`src/rtl/multicycle_cu_if.sv`:
```
// rtl/multicycle_cu_if.sv - shared memory port handshake between the control unit and memory
interface multicycle_cu_if;
  logic mem_ready;
  logic MemRead;
  logic MemWrite;
  logic IorD;

  modport master (input mem_ready, output MemRead, output MemWrite, output IorD);
  modport slave  (output mem_ready, input MemRead, input MemWrite, input IorD);
endinterface

```
`src/rtl/multicycle_cu.sv`:
```
// rtl/multicycle_cu.sv - multi-cycle MIPS control unit FSM; MULTICYCLE_CU_ILLEGAL_TRAP_EN traps unknown instructions
module multicycle_cu #(
  parameter int ALUOP_W       = 5,
  parameter int MULDIV_CYCLES = 4,
  parameter int MEM_TIMEOUT   = 15
) (
  input  logic               clk,
  input  logic               rst,
  input  logic [5:0]         opcode,
  input  logic [5:0]         func,
  input  logic               alu_zero,
  multicycle_cu_if.master    mem,
  output logic               PCWrite,
  output logic               IRWrite,
  output logic               MemToReg,
  output logic               RegDest,
  output logic               RegWrite,
  output logic               Link,
  output logic               ALUsrc,
  output logic [ALUOP_W-1:0] ALUOp,
  output logic               Jump,
  output logic               JumpReg,
  output logic               Branch,
  output logic               SignExtend,
  output logic               Halted,
  output logic               busy
`ifdef MULTICYCLE_CU_ILLEGAL_TRAP_EN
  ,
  output logic               exc_pulse
`endif
);

  // ALU operation codes shared with the ALU
  localparam logic [ALUOP_W-1:0] ALU_ADD   = ALUOP_W'(0);
  localparam logic [ALUOP_W-1:0] ALU_ADDU  = ALUOP_W'(1);
  localparam logic [ALUOP_W-1:0] ALU_SUB   = ALUOP_W'(2);
  localparam logic [ALUOP_W-1:0] ALU_SUBU  = ALUOP_W'(3);
  localparam logic [ALUOP_W-1:0] ALU_AND   = ALUOP_W'(4);
  localparam logic [ALUOP_W-1:0] ALU_OR    = ALUOP_W'(5);
  localparam logic [ALUOP_W-1:0] ALU_XOR   = ALUOP_W'(6);
  localparam logic [ALUOP_W-1:0] ALU_NOR   = ALUOP_W'(7);
  localparam logic [ALUOP_W-1:0] ALU_SLT   = ALUOP_W'(8);
  localparam logic [ALUOP_W-1:0] ALU_SLTU  = ALUOP_W'(9);
  localparam logic [ALUOP_W-1:0] ALU_SLL   = ALUOP_W'(10);
  localparam logic [ALUOP_W-1:0] ALU_SRL   = ALUOP_W'(11);
  localparam logic [ALUOP_W-1:0] ALU_SRA   = ALUOP_W'(12);
  localparam logic [ALUOP_W-1:0] ALU_LUI   = ALUOP_W'(13);
  localparam logic [ALUOP_W-1:0] ALU_MULT  = ALUOP_W'(14);
  localparam logic [ALUOP_W-1:0] ALU_MULTU = ALUOP_W'(15);
  localparam logic [ALUOP_W-1:0] ALU_DIV   = ALUOP_W'(16);
  localparam logic [ALUOP_W-1:0] ALU_DIVU  = ALUOP_W'(17);
  // Branch compares: the ALU result is zero exactly when the branch is taken
  localparam logic [ALUOP_W-1:0] ALU_SEQ   = ALUOP_W'(18);
  localparam logic [ALUOP_W-1:0] ALU_SGTZ  = ALUOP_W'(19);
  localparam logic [ALUOP_W-1:0] ALU_SLEZ  = ALUOP_W'(20);

  localparam logic [5:0] OP_RTYPE = 6'b000000;
  localparam logic [5:0] OP_J     = 6'b000010;
  localparam logic [5:0] OP_JAL   = 6'b000011;
  localparam logic [5:0] OP_BEQ   = 6'b000100;
  localparam logic [5:0] OP_BNE   = 6'b000101;
  localparam logic [5:0] OP_BLEZ  = 6'b000110;
  localparam logic [5:0] OP_BGTZ  = 6'b000111;
  localparam logic [5:0] OP_ADDI  = 6'b001000;
  localparam logic [5:0] OP_ADDIU = 6'b001001;
  localparam logic [5:0] OP_SLTI  = 6'b001010;
  localparam logic [5:0] OP_ANDI  = 6'b001100;
  localparam logic [5:0] OP_ORI   = 6'b001101;
  localparam logic [5:0] OP_XORI  = 6'b001110;
  localparam logic [5:0] OP_LUI   = 6'b001111;
  localparam logic [5:0] OP_LW    = 6'b100011;
  localparam logic [5:0] OP_SW    = 6'b101011;

  localparam int WAIT_W = (MEM_TIMEOUT < 1) ? 1 : $clog2(MEM_TIMEOUT + 1);
  localparam int CNT_W  = (MULDIV_CYCLES < 2) ? 1 : $clog2(MULDIV_CYCLES);

  typedef enum logic [2:0] {
    S_FETCH, S_DECODE, S_EXEC, S_MEM, S_WB, S_HALT, S_TRAP
  } state_t;

  typedef enum logic [3:0] {
    C_RALU, C_MULDIV, C_IALU, C_LW, C_SW, C_BR, C_J, C_JR, C_JAL, C_BAD
  } cls_t;

  state_t             state_q, state_d;
  logic [WAIT_W-1:0]  wait_q, wait_d, wait_inc;
  logic [CNT_W-1:0]   cnt_q, cnt_d;
  logic [5:0]         op_q, op_d, fn_q, fn_d;
  logic               wait_hit;

  cls_t               cls;
  logic [ALUOP_W-1:0] dec_aop;
  logic               dec_sx;

  logic o_pcw, o_irw, o_iord, o_mr, o_mw, o_m2r, o_rd, o_rw, o_link;
  logic o_src, o_j, o_jr, o_br, o_sx, o_halt;
  logic [ALUOP_W-1:0] o_aop;
`ifdef MULTICYCLE_CU_ILLEGAL_TRAP_EN
  logic o_exc;
`endif

  assign wait_inc = wait_q + WAIT_W'(1);
  assign wait_hit = (MEM_TIMEOUT != 0) && (wait_inc == WAIT_W'(MEM_TIMEOUT));

  // Classify the latched instruction and pick its ALU operation
  always_comb begin
    cls     = C_BAD;
    dec_aop = ALU_ADD;
    dec_sx  = 1'b0;
    case (op_q)
      OP_RTYPE: begin
        cls = C_RALU;
        case (fn_q)
          6'b100000: dec_aop = ALU_ADD;
          6'b100001: dec_aop = ALU_ADDU;
          6'b100010: dec_aop = ALU_SUB;
          6'b100011: dec_aop = ALU_SUBU;
          6'b100100: dec_aop = ALU_AND;
          6'b100101: dec_aop = ALU_OR;
          6'b100110: dec_aop = ALU_XOR;
          6'b100111: dec_aop = ALU_NOR;
          6'b101010: dec_aop = ALU_SLT;
          6'b101011: dec_aop = ALU_SLTU;
          6'b000000: dec_aop = ALU_SLL;
          6'b000010: dec_aop = ALU_SRL;
          6'b000011: dec_aop = ALU_SRA;
          6'b011000: begin cls = C_MULDIV; dec_aop = ALU_MULT;  end
          6'b011001: begin cls = C_MULDIV; dec_aop = ALU_MULTU; end
          6'b011010: begin cls = C_MULDIV; dec_aop = ALU_DIV;   end
          6'b011011: begin cls = C_MULDIV; dec_aop = ALU_DIVU;  end
          6'b001000: cls = C_JR;
          default:   cls = C_BAD;
        endcase
      end
      OP_ADDI:  begin cls = C_IALU; dec_aop = ALU_ADD;  dec_sx = 1'b1; end
      OP_ADDIU: begin cls = C_IALU; dec_aop = ALU_ADDU; end
      OP_SLTI:  begin cls = C_IALU; dec_aop = ALU_SLT;  dec_sx = 1'b1; end
      OP_ANDI:  begin cls = C_IALU; dec_aop = ALU_AND;  end
      OP_ORI:   begin cls = C_IALU; dec_aop = ALU_OR;   end
      OP_XORI:  begin cls = C_IALU; dec_aop = ALU_XOR;  end
      OP_LUI:   begin cls = C_IALU; dec_aop = ALU_LUI;  dec_sx = 1'b1; end
      OP_LW:    begin cls = C_LW;   dec_aop = ALU_ADD;  dec_sx = 1'b1; end
      OP_SW:    begin cls = C_SW;   dec_aop = ALU_ADD;  dec_sx = 1'b1; end
      OP_BEQ:   begin cls = C_BR;   dec_aop = ALU_SUB;  dec_sx = 1'b1; end
      OP_BNE:   begin cls = C_BR;   dec_aop = ALU_SEQ;  dec_sx = 1'b1; end
      OP_BLEZ:  begin cls = C_BR;   dec_aop = ALU_SGTZ; dec_sx = 1'b1; end
      OP_BGTZ:  begin cls = C_BR;   dec_aop = ALU_SLEZ; dec_sx = 1'b1; end
      OP_J:     cls = C_J;
      OP_JAL:   cls = C_JAL;
      default:  cls = C_BAD;
    endcase
  end

  // Next state, counters and raw control outputs from state plus latched instruction
  always_comb begin
    state_d = state_q;
    wait_d  = '0;
    cnt_d   = cnt_q;
    op_d    = op_q;
    fn_d    = fn_q;
    o_pcw = 1'b0; o_irw = 1'b0; o_iord = 1'b0; o_mr  = 1'b0; o_mw   = 1'b0;
    o_m2r = 1'b0; o_rd  = 1'b0; o_rw   = 1'b0; o_link = 1'b0; o_src = 1'b0;
    o_j   = 1'b0; o_jr  = 1'b0; o_br   = 1'b0; o_sx  = 1'b0; o_halt = 1'b0;
    o_aop = '0;
`ifdef MULTICYCLE_CU_ILLEGAL_TRAP_EN
    o_exc = 1'b0;
`endif
    case (state_q)
      S_FETCH: begin
        o_mr = 1'b1;
        if (mem.mem_ready) begin
          o_irw   = 1'b1;
          o_pcw   = 1'b1;
          op_d    = opcode;
          fn_d    = func;
          state_d = S_DECODE;
        end else if (wait_hit) begin
          state_d = S_HALT;
        end else begin
          wait_d = wait_inc;
        end
      end
      S_DECODE: begin
        cnt_d = CNT_W'(MULDIV_CYCLES - 1);
`ifdef MULTICYCLE_CU_ILLEGAL_TRAP_EN
        state_d = (cls == C_BAD) ? S_TRAP : S_EXEC;
`else
        state_d = (cls == C_BAD) ? S_HALT : S_EXEC;
`endif
      end
      S_EXEC: begin
        case (cls)
          C_RALU:       begin o_rd = 1'b1; o_aop = dec_aop; state_d = S_WB; end
          C_MULDIV: begin
            o_rd  = 1'b1;
            o_aop = dec_aop;
            if (cnt_q == '0) state_d = S_WB;
            else             cnt_d = cnt_q - CNT_W'(1);
          end
          C_IALU:       begin o_src = 1'b1; o_sx = dec_sx; o_aop = dec_aop; state_d = S_WB; end
          C_LW, C_SW:   begin o_src = 1'b1; o_sx = 1'b1; o_aop = ALU_ADD; state_d = S_MEM; end
          C_BR: begin
            o_br    = 1'b1;
            o_sx    = 1'b1;
            o_aop   = dec_aop;
            o_pcw   = alu_zero;
            state_d = S_FETCH;
          end
          C_J:          begin o_j = 1'b1; o_pcw = 1'b1; state_d = S_FETCH; end
          C_JR:         begin o_j = 1'b1; o_jr = 1'b1; o_pcw = 1'b1; state_d = S_FETCH; end
          C_JAL:        begin o_j = 1'b1; o_pcw = 1'b1; o_rw = 1'b1; state_d = S_FETCH; end
          default:      state_d = S_FETCH;
        endcase
      end
      S_MEM: begin
        o_iord = 1'b1;
        o_mr   = (cls == C_LW);
        o_mw   = (cls != C_LW);
        if (mem.mem_ready)  state_d = (cls == C_LW) ? S_WB : S_FETCH;
        else if (wait_hit) state_d = S_HALT;
        else               wait_d = wait_inc;
      end
      S_WB: begin
        // Link marks an ALU-sourced writeback; loads take the memory path instead
        o_rw    = 1'b1;
        o_m2r   = (cls == C_LW);
        o_link  = (cls != C_LW);
        o_rd    = (cls == C_RALU) || (cls == C_MULDIV);
        state_d = S_FETCH;
      end
      S_HALT: o_halt = 1'b1;
`ifdef MULTICYCLE_CU_ILLEGAL_TRAP_EN
      S_TRAP: begin
        o_pcw   = 1'b1;
        o_j     = 1'b1;
        o_exc   = 1'b1;
        state_d = S_FETCH;
      end
`endif
      default: state_d = S_FETCH;
    endcase
  end

  // State, wait/muldiv counters and latched instruction fields
  always_ff @(posedge clk) begin
    if (rst) begin
      state_q <= S_FETCH;
      wait_q  <= '0;
      cnt_q   <= '0;
      op_q    <= '0;
      fn_q    <= '0;
    end else begin
      state_q <= state_d;
      wait_q  <= wait_d;
      cnt_q   <= cnt_d;
      op_q    <= op_d;
      fn_q    <= fn_d;
    end
  end

  // Every output is forced low while reset is held so an abandoned access never strobes
  assign PCWrite      = o_pcw  & ~rst;
  assign IRWrite      = o_irw  & ~rst;
  assign mem.IorD     = o_iord & ~rst;
  assign mem.MemRead  = o_mr   & ~rst;
  assign mem.MemWrite = o_mw   & ~rst;
  assign MemToReg     = o_m2r  & ~rst;
  assign RegDest      = o_rd   & ~rst;
  assign RegWrite     = o_rw   & ~rst;
  assign Link         = o_link & ~rst;
  assign ALUsrc       = o_src  & ~rst;
  assign ALUOp        = rst ? '0 : o_aop;
  assign Jump         = o_j    & ~rst;
  assign JumpReg      = o_jr   & ~rst;
  assign Branch       = o_br   & ~rst;
  assign SignExtend   = o_sx   & ~rst;
  assign Halted       = o_halt & ~rst;
  assign busy         = (state_q != S_FETCH) & ~rst;
`ifdef MULTICYCLE_CU_ILLEGAL_TRAP_EN
  assign exc_pulse    = o_exc  & ~rst;
`endif

endmodule

```
`src/flat_wrapper.sv`:
```
// flat-port wrapper written by rule: the top's interface ports become plain ports
module multicycle_cu_flat 
#(
  parameter int ALUOP_W       = 5,
  parameter int MULDIV_CYCLES = 4,
  parameter int MEM_TIMEOUT   = 15
)
  (clk, rst, opcode, func, alu_zero, PCWrite, IRWrite, MemToReg, RegDest, RegWrite, Link, ALUsrc, ALUOp, Jump, JumpReg, Branch, SignExtend, Halted, busy, mem_mem_ready, mem_MemRead, mem_MemWrite, mem_IorD);
  multicycle_cu_if mem_i ();
  input  logic clk;
  input  logic rst;
  input  logic [5:0] opcode;
  input  logic [5:0] func;
  input  logic alu_zero;
  output logic PCWrite;
  output logic IRWrite;
  output logic MemToReg;
  output logic RegDest;
  output logic RegWrite;
  output logic Link;
  output logic ALUsrc;
  output logic [ALUOP_W-1:0] ALUOp;
  output logic Jump;
  output logic JumpReg;
  output logic Branch;
  output logic SignExtend;
  output logic Halted;
  output logic busy;
  input wire logic [$bits(mem_i.mem_ready)-1:0] mem_mem_ready;
  output wire logic [$bits(mem_i.MemRead)-1:0] mem_MemRead;
  output wire logic [$bits(mem_i.MemWrite)-1:0] mem_MemWrite;
  output wire logic [$bits(mem_i.IorD)-1:0] mem_IorD;
  assign mem_i.mem_ready = mem_mem_ready;
  assign mem_MemRead = mem_i.MemRead;
  assign mem_MemWrite = mem_i.MemWrite;
  assign mem_IorD = mem_i.IorD;
  multicycle_cu #(.ALUOP_W(ALUOP_W), .MULDIV_CYCLES(MULDIV_CYCLES), .MEM_TIMEOUT(MEM_TIMEOUT)) u_core (.clk(clk), .rst(rst), .opcode(opcode), .func(func), .alu_zero(alu_zero), .mem(mem_i), .PCWrite(PCWrite), .IRWrite(IRWrite), .MemToReg(MemToReg), .RegDest(RegDest), .RegWrite(RegWrite), .Link(Link), .ALUsrc(ALUsrc), .ALUOp(ALUOp), .Jump(Jump), .JumpReg(JumpReg), .Branch(Branch), .SignExtend(SignExtend), .Halted(Halted), .busy(busy));
endmodule
```
`config.mk`:
```
export PLATFORM = sky130hd
export DESIGN_NAME = multicycle_cu_flat
export DESIGN_NICKNAME = d
export VERILOG_FILES = /design/src/rtl/multicycle_cu_if.sv /design/src/rtl/multicycle_cu.sv /design/src/flat_wrapper.sv
export SDC_FILE = /design/constraint.sdc
export NUM_CORES = 1
export LEC_CHECK = 0
export CORE_MARGIN = 5
export CORE_UTILIZATION = 46
export DETAILED_ROUTE_END_ITERATION = 10
export PLACE_DENSITY = 0.72
export SYNTH_ARGS = -nofsm -noshare
export SYNTH_HDL_FRONTEND = slang
export SYNTH_SLANG_ARGS = --single-unit
```
`constraint.sdc`:
```
create_clock -name clk -period 2.47 [get_ports clk]
set_clock_uncertainty 0.2 [all_clocks]
set_input_delay 0.3705 -clock clk [delete_from_list [all_inputs] [get_ports clk]]
set_output_delay 0.3705 -clock clk [all_outputs]
set_load 0.02 [all_outputs]
```
Word-level counts from Yosys, hierarchy flattened
Index checks and enable logic that the tools add are counted.
{"block": "op_classes", "muxes": 43, "n_eq_ne": 51, "bitwise_logic": 19, "n_reduce_logical": 25, "add_sub_neg": 2}
{"cell": "5-bit case mux with 16 select lines", "count": 1}
{"cell": "6-bit equality test (second input constant)", "count": 12}
{"cell": "5-bit case mux with 11 select lines", "count": 1}
{"cell": "6-bit by 4-bit equality test with 1-bit output (second input constant)", "count": 8}
{"cell": "4-bit case mux with 7 select lines", "count": 1}
{"cell": "6-bit by 2-bit equality test with 1-bit output (second input constant)", "count": 4}
{"cell": "6-bit by 3-bit equality test with 1-bit output (second input constant)", "count": 4}
{"cell": "6-bit by 5-bit equality test with 1-bit output (second input constant)", "count": 4}
{"cell": "1-bit two-way mux", "count": 19}
{"cell": "3-bit two-way mux", "count": 6}
{"cell": "1-bit AND", "count": 16}
{"cell": "4-bit by 3-bit equality test with 1-bit output (second input constant)", "count": 4}
{"cell": "4-bit OR reduction", "count": 4}
{"cell": "5-bit two-way mux", "count": 3}
{"cell": "3-bit case mux with 5 select lines", "count": 1}
{"cell": "13-bit OR reduction", "count": 1}
{"cell": "4-bit equality test (second input constant)", "count": 3}
{"cell": "6-bit logical NOT", "count": 2}
{"cell": "1-bit case mux with 2 select lines", "count": 6}
{"cell": "4-bit case mux with 3 select lines", "count": 1}
{"cell": "3-bit case mux with 3 select lines", "count": 1}
{"cell": "3-bit OR reduction", "count": 3}
{"cell": "9-bit OR reduction", "count": 1}
{"cell": "4-bit by 2-bit equality test with 1-bit output (second input constant)", "count": 2}
{"cell": "other kinds (23)", "count": 32}
{"block": "word_totals", "output_inout_bits": 21, "regBits": 21}

Logic depth before layout (Yosys ltp)
{"block": "depth", "word_depth": 9, "depth_mapped": 7}

Worst setup path after synthesis
No wires, ideal clock.
{"block": "synth_path", "kind": "register -> output", "from": "register u_core.op_q[5]", "to": "output port RegWrite", "path_slack_ns": -0.265, "required_ns": 1.899, "stages_incl_launch_ff": 7, "t_arrival_ns": 2.164, "path_cell_list": "dfxtp_1 > buf_1 > and3_1 > a22oi_1 > a221oi_2 > nand4b_1 > a211oi_1"}
{"block": "synth_via", "elab_chain_len": 7, "elab_cells_between_ends": 23}
{"item": "start: declaration", "line": "multicycle_cu.sv:88", "source": "logic [5:0] op_q, op_d, fn_q, fn_d;"}
{"item": "start signal: assignment", "line": "multicycle_cu.sv:256", "source": "op_q <= op_d;"}
{"item": "6-bit by 4-bit equality test with 1-bit output / 6-bit by 3-bit equality test with 1-bit output (equally long branches)", "line": "multicycle_cu.sv:110", "source": "case (op_q)"}
{"item": "7-bit OR reduction (no line) / 4-bit OR reduction (equally long branches)"}
{"item": "4-bit case mux with 7 select lines (*)", "line": "multicycle_cu.sv:110"}
{"item": "4-bit equality test (*)", "line": "multicycle_cu.sv:192", "source": "case (cls)"}
{"item": "1-bit two-way mux (*)", "line": "multicycle_cu.sv:192"}
{"item": "1-bit case mux with 2 select lines (*)", "line": "multicycle_cu.sv:168", "source": "case (state_q)"}
{"item": "1-bit AND (*)", "line": "multicycle_cu.sv:269", "source": "assign RegWrite = o_rw & ~rst;"}
{"item": "end: declaration", "line": "flat_wrapper.sv:19", "source": "output logic RegWrite;"}
Every way passes the cells marked *; elsewhere a longest branch is shown, timed or not.

Worst setup path after layout
{"block": "layout_path", "from": "register u_core.op_q[2]", "to": "output port RegWrite"}
The elaborated chain is that of the path after synthesis.

==> results_dict.tcl <==
set metrics [dict create \
    status "complete, but fails checks" \
    violations "setup timing" \
    hold_buffers 0 \
    p_per_area_nw_per_um2 1020 \
    track_usage 0.238 \
    nets 383 \
    gr-total-overflow 0 \
    place.gp.congestion 0.927 \
    drt-pass1-iter-count 5 \
    cts-root-buf "clkbuf_8" \
    dp_hpwl_mm 4.43 \
    min_path_cells 2 \
    worst-endpoint-arrival_ps 2420 \
    hold_class "reg2reg" \
    crit_fanout 5 \
    ant_nets 0 \
    portBuffers 36 \
    area_delta_synth_final_pct 72.4 \
    synth_seq_area_share 0.237 \
    worstSetupPathType "reg2out" \
    grt_max_degree 17 \
    cts_buffers 3 \
    die_w_um 72.0 \
    required_ps 1900 \
    design_area_um2 3050 \
    peakVddDrop_v 0.000881 \
    async_flop_share 0 \
    fp.dieArea_um2 5190 \
    cts_tree "done" \
    vias_per_cell 5.74 \
    cts-htree-levels 1 \
    ys_ff_latch 21 \
    tns_ps -5900 \
    end_kind "output port" \
    vias 2361 \
    start_kind "flop" \
    synth_area_um2 1770 \
    die_h_um 72.0 \
    synthFlopType "dfxtp_1" \
    postSynthCellCount 257 \
    dpl-instance-area_um2 2760 \
    reg2reg_depth 14 \
    hold_viol_final 0 \
    timing.hold.ws_ps 294 \
    synth.distinct_cells 52 \
    syn_nets 276 \
    ios 37 \
    drc 0 \
    start_util 0.480 \
    synth_edf_count 0 \
    antenna_found_initial 0 \
    p_leak_uw 0.00125 \
    clk_latency_ps 260 \
    grt_first_pass_wirelength_mm 10.1 \
    mostFrequentLayoutCells "73 x buf_4, 36 x nand2_1, 21 x a21oi_1, 21 x buf_6, 17 x nor2_1" \
    syn_area_per_cell_um2 6.89 \
    yosys_warnings 0 \
    layout_min_cycle_time_ps 2990 \
    drv_slew 0 \
    num_rows 22 \
    drt_iter0_markers 140 \
    setup_slack_ps -524 \
    grt_pass1_vias 2170 \
    cts_sinks 21 \
    maxCapViolations 0 \
    wire_per_inst_um 15.7 \
    n_fill_cell 244 \
    fin_total_pwr_uw 3110 \
    rsz0062_at_grt "yes" \
    clk_pin_slew_ps 80 \
    layout_commonest_cell "buf_4" \
    drive_gt1_frac 0.386 \
    worst-slew-pin-transition_ps 401 \
    diodes 0 \
    drt-total-wl_mm 6.45 \
    clock_path_buffers 2 \
    setup_viol_count_final 15 \
    fmax_mhz 334 \
    core_area_um2 3690 \
    fin_crit_sh 1.21 \
    relSlewSlack 0.730 \
]
## final cells by class
class | instances | area [µm²] | area share
clock buffers | 3 | 41.3 | 0.0135
clock inverters | 1 | 7.51 | 0.00246
inverters | 10 | 37.5 | 0.0123
multi-input cells | 207 | 1430 | 0.469
flip-flops and latches | 21 | 432 | 0.141
well taps | 48 | 60.1 | 0.0197
repair buffers | 121 | 1040 | 0.342
## state kept, by name, summed over array words and instances, names as in the netlist
signal / flops
u_core.op_q: 6
u_core.cnt_q: 2
u_core.fn_q: 6
u_core.wait_q: 4
u_core.state_q: 3
## critical path, stage by stage (launching register included)
cell,delay [ps]
dfxtp_4,370
nor4_2,360
buf_4,200
o211a_1,170
a32o_2,230
buf_6,120
buf_6,100
nand4b_1,160
a211oi_4,300
buf_6,150
## power by group
| part | internal (µW) | total (µW) | leakage [µW] | switching (µW) |
|---|---|---|---|---|
| registers | 435 | 525 | 0.000175 | 90.2 |
| logic | 1170 | 2350 | 0.00105 | 1180 |
| clock network | 114 | 232 | 0.0000217 | 118 |
## cell families after synthesis
kind of cell	count (synthesis)	synth area share
AO/OA/AOI/OAI	74	0.276
XOR/XNOR	4	0.0198
adder cells (fa/ha/maj)	3	0.0212
buffers and inverters	29	0.0664
flip-flops	21	0.237
AND/OR/NAND/NOR	126	0.380
## through the flow
step | instances | util | worst slack [ps]
3_3_place_gp | 394 | 0.748 | -566
5_1_grt | 411 | 0.828 | -597
4_1_cts | 405 | 0.792 | -524
3_5_place_dp | 394 | 0.748 | -635
6_report | 411 | 0.828 | -524
2_1_floorplan | 257 | - | -75.3
## path summary, 6_finish.rpt
check	to	slack [ps]	start
worst max-delay path	RegWrite	-520	u_core.op_q[2]
worst min-delay path	u_core.fn_q[0]	290	u_core.fn_q[0]
worst max register to register	u_core.cnt_q[1]	-430	u_core.op_q[2]
worst min register to register	u_core.fn_q[0]	290	u_core.fn_q[0]
## routing by layer
metal | part of all wire | GRT usage | vias to the layer above | wire [µm]
met5 | 0 | 0 | - | 0
met1 | 0.41 | 0.288 | 1120 | 2660
met4 | 0.025 | 0.0710 | 0 | 159
met2 | 0.52 | 0.434 | 76 | 3340
li1 | - | - | 1146 | -
met3 | 0.043 | 0.0332 | 19 | 279
## what timing repair did
action	in CTS	in global routing
pin swaps	7	11
buffers inserted	8	8
resized for setup	97	30
endpoints found under the setup margin	20	22
## cell usage after synthesis (2+ instances only)
cell type,count,area [µm²]
a311oi_1,2,17.5
a211o_1,2,17.5
xnor2_1,4,35.0
nor3_1,13,65.1
inv_1,9,33.8
nor2b_1,5,31.3
buf_4,2,15.0
o211ai_1,3,22.5
nand4b_1,2,17.5
nand2b_1,15,93.8
and3_1,5,31.3
o221ai_1,2,17.5
o21ai_0,10,50.1
o21ai_1,2,10.0
buf_1,2,7.51
clkbuf_1,14,52.6
nor2_1,18,67.6
nor4_1,3,18.8
ha_1,3,37.5
dfxtp_1,21,420
or2_2,2,12.5
nand3b_1,4,30.0
or3_1,5,31.3
a21oi_1,27,135
nand3_1,6,30.0
a211oi_1,5,37.5
nand2_1,37,139
nand4_1,3,18.8
a32oi_1,2,17.5
a31oi_1,6,37.5
a2bb2oi_1,2,17.5
No activity file was read; power rests on OpenSTA's default activity.
